<file path="src/rtl/preg_alloc_ctrl.sv">
// Physical-register allocation/release controller: all-or-nothing rename grants, two-port free merge, recovery sequencing.
// Grant is combinational; frees register once (T+1 to free list, counted T+2); squash lanes back-pressure via sq_free_rdy.
module preg_alloc_ctrl #(
  parameter int PREGS     = 48,
  parameter int ARCH_REGS = 32,
  parameter int TAGW      = 6,
  parameter int CNTW      = 7
) (
  input  logic              clk,
  input  logic              reset,
  input  logic [1:0]        ren_req,
  output logic              ren_grant,
  output logic              ren_stall,
  output logic [1:0]        alloc_en,
  input  logic [1:0]        cmt_free_vld,
  input  logic [2*TAGW-1:0] cmt_free_tag,
  input  logic [1:0]        sq_free_vld,
  input  logic [2*TAGW-1:0] sq_free_tag,
  output logic [1:0]        sq_free_rdy,
  input  logic              recover_start,
  input  logic              recover_done,
  output logic [1:0]        free_en,
  output logic [2*TAGW-1:0] free_phys,
  output logic [CNTW-1:0]   free_count,
  output logic              in_recovery,
  output logic              err_ovf
);

  localparam logic [CNTW-1:0] MAX_FREE = CNTW'(PREGS - ARCH_REGS);

  typedef enum logic [1:0] {RUN, RECOVER, DRAIN} state_t;

  state_t              state_q, state_d;
  logic [CNTW-1:0]     count_q;
  logic [CNTW:0]       count_sum;
  logic [1:0]          free_en_q;
  logic [2*TAGW-1:0]   free_phys_q;
  logic                err_q;
  logic [1:0]          n_req, n_alloc, n_freed, n_cmt;
  logic                sq_window;
  logic [3:0]          cand_vld;
  logic [3:0][TAGW-1:0] cand_tag;
  logic [1:0]          slot_en;
  logic [2*TAGW-1:0]   slot_phys;
  logic [1:0]          slot_idx;

  always_ff @(posedge clk or posedge reset) begin
    if (reset) state_q <= RUN;
    else       state_q <= state_d;
  end

  // recover_start restarts the walk from any state and beats recover_done
  always_comb begin
    state_d = state_q;
    case (state_q)
      RUN:     state_d = RUN;
      RECOVER: if (recover_done) state_d = DRAIN;
      DRAIN:   state_d = RUN;
      default: state_d = RUN;
    endcase
    if (recover_start) state_d = RECOVER;
  end

  assign n_req     = {1'b0, ren_req[0]} + {1'b0, ren_req[1]};
  assign ren_grant = !reset && (state_q == RUN) && (n_req != 2'd0) &&
                     (count_q >= {{(CNTW-2){1'b0}}, n_req});
  assign ren_stall = (|ren_req) && !ren_grant;
  assign alloc_en  = ren_req & {2{ren_grant}};

  // Commit owns the slots first; squash lanes take whatever is left, lane0 before lane1
  assign n_cmt          = {1'b0, cmt_free_vld[0]} + {1'b0, cmt_free_vld[1]};
  assign sq_window      = !reset && (state_q == RECOVER);
  assign sq_free_rdy[0] = sq_window && (n_cmt < 2'd2);
  assign sq_free_rdy[1] = sq_window && ((n_cmt + {1'b0, sq_free_vld[0]}) < 2'd2);

  assign cand_vld = {sq_free_vld & sq_free_rdy, cmt_free_vld};
  assign cand_tag = {sq_free_tag[TAGW +: TAGW], sq_free_tag[0 +: TAGW],
                     cmt_free_tag[TAGW +: TAGW], cmt_free_tag[0 +: TAGW]};

  always_comb begin
    slot_en   = 2'b00;
    slot_phys = '0;
    slot_idx  = 2'd0;
    for (int i = 0; i < 4; i++) begin
      if (cand_vld[i]) begin
        if (slot_idx == 2'd0) begin
          slot_en[0]           = 1'b1;
          slot_phys[0 +: TAGW] = cand_tag[i];
        end else if (slot_idx == 2'd1) begin
          slot_en[1]              = 1'b1;
          slot_phys[TAGW +: TAGW] = cand_tag[i];
        end
        slot_idx = slot_idx + 2'd1;
      end
    end
  end

  assign n_alloc   = {1'b0, alloc_en[0]} + {1'b0, alloc_en[1]};
  assign n_freed   = {1'b0, free_en_q[0]} + {1'b0, free_en_q[1]};
  assign count_sum = {1'b0, count_q} - {{(CNTW-1){1'b0}}, n_alloc}
                                     + {{(CNTW-1){1'b0}}, n_freed};

  always_ff @(posedge clk or posedge reset) begin
    if (reset) begin
      free_en_q   <= 2'b00;
      free_phys_q <= '0;
      count_q     <= MAX_FREE;
      err_q       <= 1'b0;
    end else begin
      free_en_q   <= slot_en;
      free_phys_q <= slot_phys;
      if (count_sum > {1'b0, MAX_FREE}) begin
        count_q <= MAX_FREE;
        err_q   <= 1'b1;
      end else begin
        count_q <= count_sum[CNTW-1:0];
      end
    end
  end

  assign free_en     = free_en_q;
  assign free_phys   = free_phys_q;
  assign free_count  = count_q;
  assign in_recovery = (state_q != RUN);
  assign err_ovf     = err_q;

endmodule

</file>
<file path="config.mk">
export PLATFORM = sky130hd
export DESIGN_NAME = preg_alloc_ctrl
export DESIGN_NICKNAME = d
export VERILOG_FILES = /design/src/rtl/preg_alloc_ctrl.sv
export SDC_FILE = /design/constraint.sdc
export NUM_CORES = 1
export LEC_CHECK = 0
export ABC_AREA = 1
export CORE_ASPECT_RATIO = 1.25
export CORE_MARGIN = 2
export CORE_UTILIZATION = 35
export CTS_CLUSTER_DIAMETER = 200
export DETAILED_ROUTE_END_ITERATION = 8
export PLACE_DENSITY_LB_ADDON = 0.3
export SETUP_SLACK_MARGIN = 0.1
export SLEW_MARGIN = 15
export SYNTH_ARGS = -nofsm -noshare
export SYNTH_HDL_FRONTEND = slang
export SYNTH_SLANG_ARGS = --single-unit
export TNS_END_PERCENT = 100
</file>
<file path="constraint.sdc">
create_clock -name clk -period 4.3 [get_ports clk]
set_clock_uncertainty 0.05 [all_clocks]
set_input_delay 0.43 -clock clk [delete_from_list [all_inputs] [get_ports clk]]
set_output_delay 0.43 -clock clk [all_outputs]
set_load 0.01 [all_outputs]
</file>
==> out/results.tsv <==
stage	metric	value	unit
outcome	status	finished clean	
sta	period_needed	3.93	ns
cts	cts_sinks	24	
synthesis	ys.flop_type	dfrtp_1	
synthesis	yosysMostFrequentCell	nand2_1	
detailed_routing	wl	4450	um
global_routing	grt_max_degree	26	
synthesis	yosysUniqueCellTypes	27	
cts	clk_pin_slew_worst_paths	0.08	ns
synthesis	yosys_warnings	0	
power	p_int	0.000424	W
power	power_density	212	mW/mm2
cells_and_area	fill_cells	546	
power	p_clk_share	24.7	%
critical_path	max_stage_delay	0.54	ns
sta	slew_violations	0	
synthesis	yosys-top-cells-area	dfrtp_1, nand2_1, ha_1	
synthesis	ys_ff_latch	24	
placed_design	dp_hpwl	3800	um
power	p_leak	1.47	nW
synthesis	yosysTopAreaCell	dfrtp_1	
detailed_routing	num_vias	1886	
synthesis	yosysTopAreaCellShare	29.6	%
sta	hold_violations	0	
critical_path	startpoint_type	input pin	
power	combPwrFrac	34.2	%
cells_and_area	n_antenna_cell	0	
placed_design	gp_congestion	0.843	
worst_hold_path	worst_hold_startpoint	err_ovf	
synthesis	synth-async-reset-ratio	100	%
sta	max_freq	0.255	GHz
detailed_routing	ant_nets	0	
critical_path	setup.worst_path.end_class	flop	
synthesis	syn_inst	276	
die	rows	30	
placed_design	place_ws	-0.382	ns
detailed_routing	drt_iter0_drc	53	
cts	cts_tree	done	
synthesis	synth_area	0.00195	mm2
synthesis	seq_area_frac_synth	30.9	%
critical_path	r2r_slack	0.48	ns
sta	holdWs	0.457	ns
critical_path	path_class	input pin to flop	
detailed_routing	drc	0	
critical_path	r2r-end	free_count[2]	
global_routing	grt_overflow	0	
worst_hold_path	hold_class	flop to flop	
worst_hold_path	whs_path_depth	2	
synthesis	ys_top_cells_by_count	nand2_1, inv_1, nand3_1	
sta	setup_tns	0	ns
global_routing	grt_pass1_wl	7750	um
die	io_pins	63	
critical_path	timing.rr.start	free_count[1]	
die	die_area	0.00618	mm2
cts	clock_path_buffers	2	
detailed_routing	vias_per_cell	4.52	
power	switching_share	29.1	%
die	coreArea	0.00541	mm2
synthesis	synth_edf_count	0	
cells_and_area	syn_to_final_growth	44.9	%
run	drv_cap	0	
power	switchingPower	0.000174	W
critical_path	path_buf_inv	7	
cts	cts_buffers	3	
cts	cts_root_buf	clkbuf_8	
sta	rsz0062_at_grt	no	
synthesis	syn_avg_cell_area	7.05	um2
sta	setup_viol	0	
placed_design	io_buffer_count	62	
cts	htree_levels	1	
die	die_h	87.4	um
cells_and_area	drive_above_1_share	13.0	%
detailed_routing	wl_per_cell	10.7	um
cells_and_area	fin_nets	411	
sta	period_share	91.4	%
worst_hold_path	min_to	err_ovf	
critical_path	crit_family	adder cells	
global_routing	grt_usage	15.5	%
power	seq_power_share	41.1	%
detailed_routing	first_pass_iters	4	
die	start_util	36.0	%
cts	clk_latency	0.26	ns
global_routing	grt_pass1_vias	1909	
critical_path	crit_fanout	4	
sta	fin_ws	0.372	ns
critical_path	cp.arrival	4.08	ns
power	peakVddDrop	127	uV
die	die_w	70.7	um
critical_path	cp_data_required_time	4.45	ns
critical_path	cp_slowest_cell	fa_2	
critical_path	r2r_cells	25	
global_routing	antenna_found_initial	0	
==> power groups by stage <==
stage	logic [W]	registers, W	clock network [W]
4_1_cts	0.000203	0.000246	0.000154
3_3_place_gp	0.000193	0.000250	0
3_5_place_dp	0.000195	0.000250	0
6_report	0.000205	0.000246	0.000148
2_1_floorplan	0.0000969	0.000256	0
5_1_grt	0.000229	0.000247	0.000161
==> sequential cells by signal, summed over array words and instances (netlist names) <==
name,flops
free_count,7
err_ovf,1
state_q,2
free_phys,12
free_en,2
==> per-stage QoR <==
stage / total power [W] / instance area, um2 / cells / util (%)
detailed placement: 0.000446 / 2670 / 405 / 49.4
CTS: 0.000603 / 2810 / 417 / 51.9
floorplan: 0.000353 / 1950 / 277 / -
global placement: 0.000443 / 2670 / 405 / 49.4
global route: 0.000636 / 2820 / 417 / 52.2
finish: 0.000598 / 2820 / 417 / 52.2
==> kinds of logic (layout without fill, tap and decap cells) <==
group / count (synthesis) / count (layout) / synth area share [%]
compound gates: 22 / 22 / 6.88
flops: 24 / 24 / 30.9
fa+ha+maj: 23 / 23 / 15.9
buf+inv: 59 / 135 / 12.0
xor+xnor: 1 / 1 / 0.450
simple gates: 146 / 146 / 33.6
other cells: 1 / 2 / 0.193
==> metal layers <==
layer  vias to the layer above  wire length, um  global-route usage (%)
met1                       825             1610                    15.1
li1                       1014                -                       -
met5                         -                0                       0
met2                        43             2580                    32.1
met4                         0               56                    5.49
met3                         4              207                    2.20
==> cells in the final DEF, fill, tap and decap left out, drive strengths merged <==
cell           instances
ha                    20
nor3                   2
nor3b                  1
nand3b                 1
nand4                  7
dfstp                  1
inv                   53
nand2                 75
o21ai                 15
clkbuf                 6
nor2                  23
and2                   1
nand3                 34
xnor2                  1
a21oi                  6
clkinv                 1
conb                   2
buf                   15
clkdlybuf4s50         60
a31oi                  1
fa                     3
dfrtp                 23
or2                    2
==> worst max path at each step <==
| stage | slack [ns] | depth (start not counted) | endpoint | from |
|---|---|---|---|---|
| finish | 0.37 | 25 | free_count[2] | ren_req[1] |
| floorplan | 0.33 | 24 | free_count[0] | ren_req[0] |
| global placement | -0.27 | 25 | free_count[0] | ren_req[0] |
| global route | 0.14 | 25 | free_count[2] | ren_req[1] |
| detailed placement | -0.38 | 25 | free_count[3] | ren_req[0] |
| CTS | 0.19 | 25 | free_count[2] | ren_req[0] |
==> tightest hold or removal path, stage by stage, from the launching register on <==
cell     delay [ns]
dfrtp_1        0.36
inv_1          0.04
nand4_1        0.08
==> repair_timing <==
item                                    4_1_cts  5_1_grt
pin swaps                                     6        6
resized for setup                             9       13
hold buffers                                  0        0
buffers inserted                              8        0
endpoints found under the setup margin        6        6
==> final cells by class <==
| cell class | count | area (um2) | share of cell area (%) |
|---|---|---|---|
| Clock buffer | 4 | 55.1 | 1.95 |
| Multi-Input combinational cell | 194 | 1160 | 41.0 |
| Timing Repair Buffer | 77 | 723 | 25.6 |
| Sequential cell | 24 | 602 | 21.3 |
| Tap cell | 64 | 80.1 | 2.84 |
| Inverter | 54 | 203 | 7.19 |
(Power assumes the default switching activity.)
